==> config.mk <==
export PLATFORM = sky130hd
export DESIGN_NAME = vec_lane_wb_stage
export DESIGN_NICKNAME = d
export VERILOG_FILES = /design/src/rtl/vec_lane_wb_stage.sv
export SDC_FILE = /design/constraint.sdc
export NUM_CORES = 1
export LEC_CHECK = 0
export ABC_AREA = 1
export BUFFER_PORTS_ARGS = -buffer_cell sky130_fd_sc_hd__buf_2
export CELL_PAD_IN_SITES_DETAIL_PLACEMENT = 1
export CELL_PAD_IN_SITES_GLOBAL_PLACEMENT = 1
export CORE_ASPECT_RATIO = 0.6
export CORE_MARGIN = 2
export CORE_UTILIZATION = 39
export DETAILED_ROUTE_END_ITERATION = 16
export HOLD_SLACK_MARGIN = 0.03
export PLACE_DENSITY = 0.86
export SLEW_MARGIN = 20
export SYNTH_ARGS = -nofsm -noshare
export SYNTH_HDL_FRONTEND = slang
export SYNTH_SLANG_ARGS = --single-unit
==> constraint.sdc <==
create_clock -name clk -period 7.4 [get_ports clk]
set_input_delay 1.48 -clock clk [delete_from_list [all_inputs] [get_ports clk]]
set_output_delay 1.48 -clock clk [all_outputs]
set_load 0.01 [all_outputs]
==> src/rtl/vec_lane_wb_stage.sv <==
// Vector lane writeback stage: masks lanes, reduces flags,
// and buffers beats through a two-entry valid/ready skid buffer.
module vec_lane_wb_stage #(
    parameter int LANES = 4,
    parameter int W     = 16,
    parameter int RD_W  = 4
) (
    input  logic               clk,
    input  logic               rst,
    input  logic               in_valid,
    output logic               in_ready,
    input  logic [LANES*W-1:0] in_result,
    input  logic [LANES*4-1:0] in_flags,
    input  logic               in_scalar,
    input  logic [RD_W-1:0]    in_rd,
    input  logic               in_we,
    output logic               out_valid,
    input  logic               out_ready,
    output logic [LANES*W-1:0] out_result,
    output logic [LANES-1:0]   out_lane_mask,
    output logic [3:0]         out_flags,
    output logic [RD_W-1:0]    out_rd,
    output logic [15:0]        ovf_count,
    input  logic               ovf_clr
);

    typedef struct packed {
        logic               valid;
        logic [LANES*W-1:0] result;
        logic [LANES-1:0]   mask;
        logic [3:0]         flags;
        logic [RD_W-1:0]    rd;
    } beat_t;

    beat_t            m_q;
    beat_t            s_q;
    beat_t            cap;
    logic [LANES-1:0] act;
    logic             accept;
    logic             pop;

    assign in_ready = ~s_q.valid;
    assign accept   = in_valid & in_ready;
    assign pop      = m_q.valid & out_ready;

    // Capture transform: zero inactive lanes, reduce flags over active lanes.
    always_comb begin
        cap       = '0;
        cap.valid = 1'b1;
        cap.rd    = in_rd;
        act       = in_scalar ? LANES'(1) : '1;
        cap.mask  = in_we ? act : '0;
        cap.flags = 4'b0010;
        for (int i = 0; i < LANES; i++) begin
            if (act[i]) begin
                cap.result[i*W +: W] = in_result[i*W +: W];
                cap.flags[3] = cap.flags[3] | in_flags[i*4+3];
                cap.flags[2] = cap.flags[2] | in_flags[i*4+2];
                cap.flags[1] = cap.flags[1] & in_flags[i*4+1];
                cap.flags[0] = cap.flags[0] | in_flags[i*4+0];
            end
        end
    end

    // Skid buffer: M feeds the outputs, S absorbs one beat under stall.
    always_ff @(posedge clk or posedge rst) begin
        if (rst) begin
            m_q <= '0;
            s_q <= '0;
        end else if (s_q.valid) begin
            if (pop) begin
                m_q <= s_q;
                s_q <= '0;
            end
        end else if (accept) begin
            if (!m_q.valid || pop) begin
                m_q <= cap;
            end else begin
                s_q <= cap;
            end
        end else if (pop) begin
            m_q <= '0;
        end
    end

    // Saturating overflow-event counter; clear wins over increment.
    always_ff @(posedge clk or posedge rst) begin
        if (rst) begin
            ovf_count <= '0;
        end else if (ovf_clr) begin
            ovf_count <= '0;
        end else if (accept && cap.flags[3] && ovf_count != 16'hFFFF) begin
            ovf_count <= ovf_count + 16'd1;
        end
    end

    assign out_valid     = m_q.valid;
    assign out_result    = m_q.result;
    assign out_lane_mask = m_q.mask;
    assign out_flags     = m_q.flags;
    assign out_rd        = m_q.rd;

endmodule

==> impl_metrics.sql, run 1 <==
INSERT INTO impl_metrics (metric_group, metric, value, unit) VALUES
('global_routing', 'wire_length_of_the_first_global_routing_pass', '35740', 'µm'),
('detailed_routing', 'avgViaCountPerCell', '5.195', ''),
('detailed_routing', 'postRouteAntennaNets', '0', ''),
('synth', 'synth.lib_cells_used.distinct', '31', ''),
('synth', 'muxShareOfSynthArea', '0', ''),
('global_routing', 'grt.busiest_layer', 'met2', ''),
('synth', 'syn_inst', '875', ''),
('timing', 'timing_max_transition_violations_final', '0', ''),
('synth', 'largest_family_of_logic_cells_by_synthesized_area', 'simple AND/OR/NAND/NOR gates', ''),
('power', 'power.static_leakage', '4.450', 'nW'),
('synth', 'ys_dominant_reg_cell', 'sky130_fd_sc_hd__dfrtp_1', ''),
('timing', 'grt_setup_unrepaired', 'false', ''),
('cells_and_area', 'finalInstanceArea', '9096', 'µm²'),
('timing', 'timing_hold_violations_final', '0', ''),
('worst_setup_path', 'crit_required', '7.66', 'ns'),
('timing', 'finalClockSkew', '0.008474', 'ns'),
('clock_network', 'cts.reportedPaths.clkPinSlew', '0.07', 'ns'),
('global_routing', 'grt_antenna_before_repair', '0', ''),
('global_routing', 'first_global_vias', '6849', ''),
('clock_network', 'worstSkewPairLatency', '0.42', 'ns'),
('die', 'fp.dieW', '183.0', 'µm'),
('detailed_routing', 'drt_pre_antenna_iters', '6', ''),
('clock_network', 'clk_path_buf_depth', '2', ''),
('detailed_routing', 'totalWireLength', '21900', 'µm'),
('placed_design', 'place.port_buffers', '184', ''),
('synth', 'synth.yosys.seq_area_share', '0.5541', ''),
('global_routing', 'grt_util_all_layers', '0.2210', ''),
('timing', 'post-route-period-util', '0.5461', ''),
('flow_run', 'max-cap-violations', '0', ''),
('die', 'placementRows', '39', ''),
('clock_network', 'ctsHtreeMaxLevel', '4', ''),
('synth', 'yosysMostFrequentCell', 'sky130_fd_sc_hd__nand2_1', ''),
('clock_network', 'cts_resized', '0', ''),
('status', 'run_status', 'finished, final reports clean', ''),
('synth', 'synth_top_cells_by_count', 'sky130_fd_sc_hd__nand2_1, sky130_fd_sc_hd__dfrtp_1, sky130_fd_sc_hd__nor2_1', ''),
('detailed_routing', 'post_drt_wl_per_cell', '17.07', 'µm'),
('detailed_routing', 'drc', '0', ''),
('clock_network', 'number_of_setup_buffers_added_after_cts', '0', ''),
('detailed_routing', 'vias', '6665', ''),
('die', 'floorplan.core_area', '18930', 'µm²'),
('clock_network', 'clockRootBuffer', 'sky130_fd_sc_hd__clkbuf_16', ''),
('cells_and_area', 'core_utilization_of_the_finished_layout', '0.4804', ''),
('placed_design', 'place_area', '8493', 'µm²'),
('min_path', 'holdCritPathClass', 'reg2reg', ''),
('timing', 'worstMarginPinSlew', '0.9904', 'ns'),
('global_routing', 'gr-usage-met1', '0.3201', ''),
('power', 'power.density_cell_area', '387.0', 'nW/µm²'),
('cells_and_area', 'area_growth_syn_to_fin', '21.33', '%'),
('timing', 'final.hold.worst_slack', '0.4867', 'ns'),
('clock_network', 'hold_buffers', '0', ''),
('global_routing', 'grt_overflow_total', '0', ''),
('timing', 'setup_total_negative_slack', '0', 'ns'),
('synth', 'synthAdderAreaFrac', '0.001669', ''),
('synth', 'mappedNetlistNets', '967', ''),
('timing', 'fin_crit', '4.041', 'ns'),
('die', 'start_util', '0.3960', ''),
('synth', 'synth.cell_area', '7497', 'µm²'),
('synth', 'synth_xor_area_frac', '0.007009', ''),
('synth', 'synth_simple_gate_area_frac', '0.1864', ''),
('timing', 'slew-limit-headroom', '0.3397', ''),
('synth', 'yosys_warnings', '0', ''),
('worst_setup_path', 'path_max_fanout', '52', ''),
('detailed_routing', 'drt_iter0_markers', '448', ''),
('clock_network', 'tritoncts', 'yes', ''),
('global_routing', 'grt_max_degree', '112', ''),
('timing', 'max_clock_freq', '247.5', 'MHz'),
('synth', 'synth_compound_gate_area_share', '0.1656', ''),
('power', 'power.ir.vdd_worst', '0.0001737', 'V'),
('cells_and_area', 'layout.nets', '1116', ''),
('synth', 'synth_edf_count', '0', ''),
('worst_setup_path', 'critPathKind', 'in2reg', '');
-- metrics by stage --
step / power [mW] / setup slack, ns / cells
floorplan: 2.222 / 1.430 / 875
finish: 3.520 / 3.359 / 1283
detailed placement: 2.657 / 2.082 / 1250
global placement: 2.594 / 2.209 / 1250
global route: 3.762 / 3.157 / 1283
CTS: 3.536 / 2.546 / 1282
-- worst max-delay path, cell delays in order --
cell and delay, ns:
sky130_fd_sc_hd__buf_2 0.10, sky130_fd_sc_hd__nand2_4 0.34, sky130_fd_sc_hd__inv_2 0.60, sky130_fd_sc_hd__nand2_4 0.50
sky130_fd_sc_hd__o21ai_4 0.48, sky130_fd_sc_hd__buf_4 0.57, sky130_fd_sc_hd__o32ai_1 0.17
-- registers in the layout (all words and copies together) (netlist names) --
signal,count
s_q,75
out_result,64
ovf_count,16
out_flags,4
out_rd,4
out_lane_mask,2
out_valid,1
-- cell type report --
| class | instances | area [µm²] | share of cell area |
|---|---|---|---|
| inverters | 91 | 346.6 | 0.03810 |
| flip-flops and latches | 166 | 4155 | 0.4568 |
| clock inverters | 13 | 122.6 | 0.01348 |
| well taps | 246 | 307.8 | 0.03384 |
| multi-input cells | 558 | 2735 | 0.3007 |
| repair buffers | 190 | 985.9 | 0.1084 |
| clock buffers | 19 | 442.9 | 0.04869 |
-- kinds of logic after synthesis --
kind of cell / after synthesis
AO/OA/AOI/OAI: 211
XOR/XNOR: 6
adder cells (fa/ha/maj): 1
buffers and inverters: 151
flip-flops: 166
AND/OR/NAND/NOR: 340
-- layer usage --
layer,part of all wire,wire [µm],vias up
met5,0,0,-
met4,0.0096,210,0
met3,0.047,1027,15
met2,0.45,9780,172
met1,0.50,10880,3291
li1,-,-,3187
-- worst paths after layout --
| kind | start | to | slack, ns | cells after the start |
|---|---|---|---|---|
| worst max-delay path | in_valid | s_q[8] | 3.36 | 7 |
| worst max register to register | s_q[76] | s_q[8] | 3.99 | 7 |
| worst min-delay path | out_result[38] | out_result[38] | 0.49 | 2 |
| worst min register to register | out_result[38] | out_result[38] | 0.49 | 2 |
| min in group asynchronous | rst | out_result[13] | 1.27 | 2 |
| max in group asynchronous | rst | s_q[76] | 4.70 | 3 |
-- where the power goes --
group / switching, mW / internal, mW
combinational: 0.772 / 0.412
sequential: 0.207 / 1.26
clock: 0.387 / 0.478
-- layout by cell type (no fill, tap or decap) --
cell type and instances:
sky130_fd_sc_hd__nand4_1 12, sky130_fd_sc_hd__o21ai_1 5, sky130_fd_sc_hd__nand3_1 17, sky130_fd_sc_hd__o21bai_1 5
sky130_fd_sc_hd__o21ai_0 49, sky130_fd_sc_hd__inv_1 84, sky130_fd_sc_hd__inv_2 5, sky130_fd_sc_hd__o22ai_1 49
sky130_fd_sc_hd__nand3b_1 3, sky130_fd_sc_hd__clkinv_4 2, sky130_fd_sc_hd__clkinv_1 1, sky130_fd_sc_hd__dfrtp_1 165
sky130_fd_sc_hd__inv_6 4, sky130_fd_sc_hd__ha_1 1, sky130_fd_sc_hd__nand2_4 3, sky130_fd_sc_hd__buf_4 5
sky130_fd_sc_hd__xor2_1 5, sky130_fd_sc_hd__dfrtp_2 1, sky130_fd_sc_hd__buf_16 1, sky130_fd_sc_hd__nor2_8 1
sky130_fd_sc_hd__clkinv_2 3, sky130_fd_sc_hd__inv_8 1, sky130_fd_sc_hd__nand2_1 208, sky130_fd_sc_hd__a21oi_4 1
sky130_fd_sc_hd__o21ai_4 1, sky130_fd_sc_hd__xnor2_1 1, sky130_fd_sc_hd__a21oi_1 58, sky130_fd_sc_hd__nor2_1 90
sky130_fd_sc_hd__bufinv_16 1, sky130_fd_sc_hd__nor2_4 4, sky130_fd_sc_hd__clkinvlp_4 3, sky130_fd_sc_hd__buf_2 184
sky130_fd_sc_hd__clkbuf_1 1, sky130_fd_sc_hd__nor3_1 2, sky130_fd_sc_hd__clkbuf_8 1, sky130_fd_sc_hd__a31oi_1 21
sky130_fd_sc_hd__a21boi_0 1, sky130_fd_sc_hd__o32ai_1 21, sky130_fd_sc_hd__clkbuf_16 17
(Power assumes the default switching activity.)
==> inputs of run 2 (changes only) <==
--- a/config.mk
+++ b/config.mk
@@ -11,10 +11,10 @@
 export CELL_PAD_IN_SITES_GLOBAL_PLACEMENT = 1
 export CORE_ASPECT_RATIO = 0.6
 export CORE_MARGIN = 2
-export CORE_UTILIZATION = 39
+export CORE_UTILIZATION = 36
 export DETAILED_ROUTE_END_ITERATION = 16
 export HOLD_SLACK_MARGIN = 0.03
-export PLACE_DENSITY = 0.86
+export PLACE_DENSITY = 0.84
 export SLEW_MARGIN = 20
 export SYNTH_ARGS = -nofsm -noshare
 export SYNTH_HDL_FRONTEND = slang
==> constraint.sdc (replaced) <==
create_clock -name clk -period 3.4 [get_ports clk]
set_input_delay 0.68 -clock clk [delete_from_list [all_inputs] [get_ports clk]]
set_output_delay 0.68 -clock clk [all_outputs]
set_load 0.01 [all_outputs]
==> impl_metrics.sql, run 2 (synthesis gave the netlist of run 1 again) <==
INSERT INTO impl_metrics (metric_group, metric, value, unit) VALUES
('cells_and_area', 'layout.cells.most_common_list', 'sky130_fd_sc_hd__nand2_1, sky130_fd_sc_hd__buf_2, sky130_fd_sc_hd__dfrtp_1', ''),
('die', 'floorplan.core_area', '20220', 'µm²'),
('worst_setup_path', 'cp_cell_sequence', 'inv_2 -> nand2_2 -> inv_2 -> buf_4 -> nand2_1 -> nor2_4 -> nor2_8 -> nand2_1 -> nand2_1', ''),
('power', 'power.static_leakage', '4.478', 'nW'),
('cells_and_area', 'largest_register_ffs', '75', ''),
('power', 'total_switching_power', '2.901', 'mW'),
('power', 'p_int', '4.751', 'mW'),
('placed_design', 'globalplace.congestion', '0.7880', ''),
('cells_and_area', 'layout.nets', '1125', ''),
('clock_network', 'hold_buffers', '0', ''),
('power', 'power.sequential.fraction', '0.419', ''),
('power', 'power.density_cell_area', '834.6', 'nW/µm²'),
('timing', 'timing_max_transition_violations_final', '0', ''),
('worst_setup_path', 'critical-path-slowest-cell', 'sky130_fd_sc_hd__nor2_4', ''),
('timing', 'setup_total_negative_slack', '0', 'ns'),
('worst_setup_path', 'endpoint_kind', 'flip-flop', ''),
('die', 'placementRows', '40', ''),
('clock_network', 'number_of_setup_buffers_added_after_cts', '0', ''),
('die', 'start_util', '0.3708', ''),
('clock_network', 'ctsHtreeMaxLevel', '4', ''),
('worst_setup_path', 'crit_top_cell', 'sky130_fd_sc_hd__nand2_1', ''),
('clock_network', 'cts_made_buffers', '17', ''),
('timing', 'slew-limit-headroom', '0.3962', ''),
('power', 'proportion_of_power_drawn_by_the_clock_network', '0.241', ''),
('placed_design', 'dpl.hpwl', '15160', 'µm'),
('worst_setup_path', 'path_max_fanout', '20', ''),
('timing', 'setup_viol', '0', ''),
('placed_design', 'place.port_buffers', '184', ''),
('global_routing', 'grt_antenna_before_repair', '2', ''),
('worst_setup_path', 'crit_required', '3.71', 'ns'),
('power', 'combinationalPowerShare', '0.340', ''),
('clock_network', 'worstSkewPairLatency', '0.42', 'ns'),
('clock_network', 'tritoncts', 'yes', ''),
('worst_setup_path', 'critPathKind', 'reg2reg', ''),
('global_routing', 'grt_max_degree', '77', ''),
('power', 'power.share.switching', '0.3791', ''),
('worst_setup_path', 'cp_num_buf_inv', '3', ''),
('worst_setup_path', 'worst_path_dominant_cell_family', 'simple AND/OR/NAND/NOR gates', ''),
('detailed_routing', 'drc', '0', ''),
('detailed_routing', 'drt_pre_antenna_iters', '4', ''),
('detailed_routing', 'avgViaCountPerCell', '5.045', ''),
('detailed_routing', 'postRouteAntennaNets', '0', ''),
('worst_setup_path', 'timing.critical_path.arrival', '2.75', 'ns'),
('clock_network', 'cts.reportedPaths.clkPinSlew', '0.06', 'ns'),
('clock_network', 'cts_sinks', '166', ''),
('worst_setup_path', 'worst_path_largest_cell_delay', '0.42', 'ns'),
('power', 'power.ir.vdd_worst', '0.0003521', 'V'),
('die', 'fp.dieW', '190.3', 'µm'),
('min_path', 'holdCritPathClass', 'in2async', ''),
('die', 'io-pin-count', '185', ''),
('cells_and_area', 'fill_cells', '2455', ''),
('flow_run', 'max-cap-violations', '0', ''),
('clock_network', 'cts_resized', '0', ''),
('global_routing', 'wire_length_of_the_first_global_routing_pass', '36460', 'µm'),
('global_routing', 'first_global_vias', '6831', ''),
('global_routing', 'grt_util_all_layers', '0.2116', ''),
('timing', 'worstMarginPinSlew', '0.9056', 'ns'),
('cells_and_area', 'final_layout_size_suffix_gt1_frac', '0.2315', ''),
('worst_setup_path', 'start_kind', 'flip-flop', ''),
('timing', 'post-route-period-util', '0.7192', ''),
('placed_design', 'place_area', '8626', 'µm²'),
('cells_and_area', 'layout.cells.most_common', 'sky130_fd_sc_hd__nand2_1', ''),
('global_routing', 'grt_overflow_total', '0', ''),
('worst_setup_path', 'crit_path_start', 's_q[76]', ''),
('timing', 'max_clock_freq', '409.0', 'MHz'),
('die', 'die_area', '22030', 'µm²'),
('timing', 'grt_setup_unrepaired', 'false', ''),
('detailed_routing', 'vias', '6634', ''),
('detailed_routing', 'drt_iter0_markers', '381', ''),
('die', 'dieHeight', '115.8', 'µm'),
('status', 'run_status', 'finished, final reports clean', ''),
('clock_network', 'clockRootBuffer', 'sky130_fd_sc_hd__clkbuf_16', ''),
('cells_and_area', 'finalInstanceArea', '9169', 'µm²'),
('cells_and_area', 'registers.top_by_ff_count', 's_q', ''),
('detailed_routing', 'totalWireLength', '22530', 'µm'),
('timing', 'fin_crit', '2.445', 'ns'),
('clock_network', 'clk_path_buf_depth', '2', ''),
('detailed_routing', 'post_drt_wl_per_cell', '17.13', 'µm'),
('timing', 'finalClockSkew', '0.006165', 'ns'),
('cells_and_area', 'area_growth_syn_to_fin', '22.30', '%'),
('timing', 'timing_hold_violations_final', '0', ''),
('worst_setup_path', 'r2r_start', 's_q[76]', '');
[run 2: cell count changes in the layout (fill, tap and decap cells not counted), moves of 2 or more]
cell | previous run | this run
sky130_fd_sc_hd__buf_12 | 0 | 2
sky130_fd_sc_hd__buf_4 | 5 | 13
sky130_fd_sc_hd__clkinv_4 | 2 | 0
sky130_fd_sc_hd__clkinvlp_4 | 3 | 1
sky130_fd_sc_hd__inv_6 | 4 | 0
sky130_fd_sc_hd__nand2_2 | 0 | 2
sky130_fd_sc_hd__nand2_4 | 3 | 1
[run 2: worst paths after layout]
kind,endpoint,slack (ns),depth (start not counted)
max,ovf_count[10],0.95,9
min,out_result[39],0.33,2
max reg2reg,ovf_count[10],0.95,9
min reg2reg,out_result[42],0.48,2
max in group asynchronous,s_q[76],2.29,3
min in group clk,out_result[42],0.48,2
[run 2: through the flow]
stage	std cells	utilization	worst slack (ns)	power [mW]	hold slack, ns
2_1_floorplan	875	-	0.6072	4.837	0.4992
3_3_place_gp	1287	0.4266	0.7400	5.728	0.4623
3_5_place_dp	1287	0.4266	0.6548	5.857	0.4683
4_1_cts	1314	0.4533	0.9089	7.743	0.3340
5_1_grt	1314	0.4533	0.7501	8.199	0.3460
6_report	1315	0.4535	0.9549	7.653	0.3342
[run 2: power groups by stage]
| stage | registers, mW | clock network [mW] | logic, mW |
|---|---|---|---|
| finish | 3.21 | 1.84 | 2.60 |
| global route | 3.30 | 1.97 | 2.92 |
| CTS | 3.20 | 1.90 | 2.64 |
| detailed placement | 3.23 | 0 | 2.63 |
| global placement | 3.19 | 0 | 2.54 |
| floorplan | 3.33 | 0 | 1.51 |
[run 2: routing by layer]
metal  global-route usage  up-vias  part of all wire
li1                     -     3196                 -
met4              0.04393        2            0.0083
met2               0.3275      160              0.44
met3              0.04967       16             0.052
met1               0.3047     3260              0.50
met5                    0        -           0.00049
[run 2: worst register-to-register path, delay by kind of cell (launching register included)]
kind | cells | cell delay [ns]
AND/OR/NAND/NOR | 6 | 1.14
flip-flops | 1 | 0.40
buffers and inverters | 3 | 0.78
[run 2: layout make-up]
class	count	area (µm²)	share of cell area
inverter	91	345.3	0.03766
tap	273	341.6	0.03725
multi-input combinational	558	2725	0.2972
clock inverter	6	80.08	0.008734
antenna	1	2.502	0.0002729
clock buffer	21	460.4	0.05022
timing repair buffer	199	1059	0.1154
sequential	166	4155	0.4532
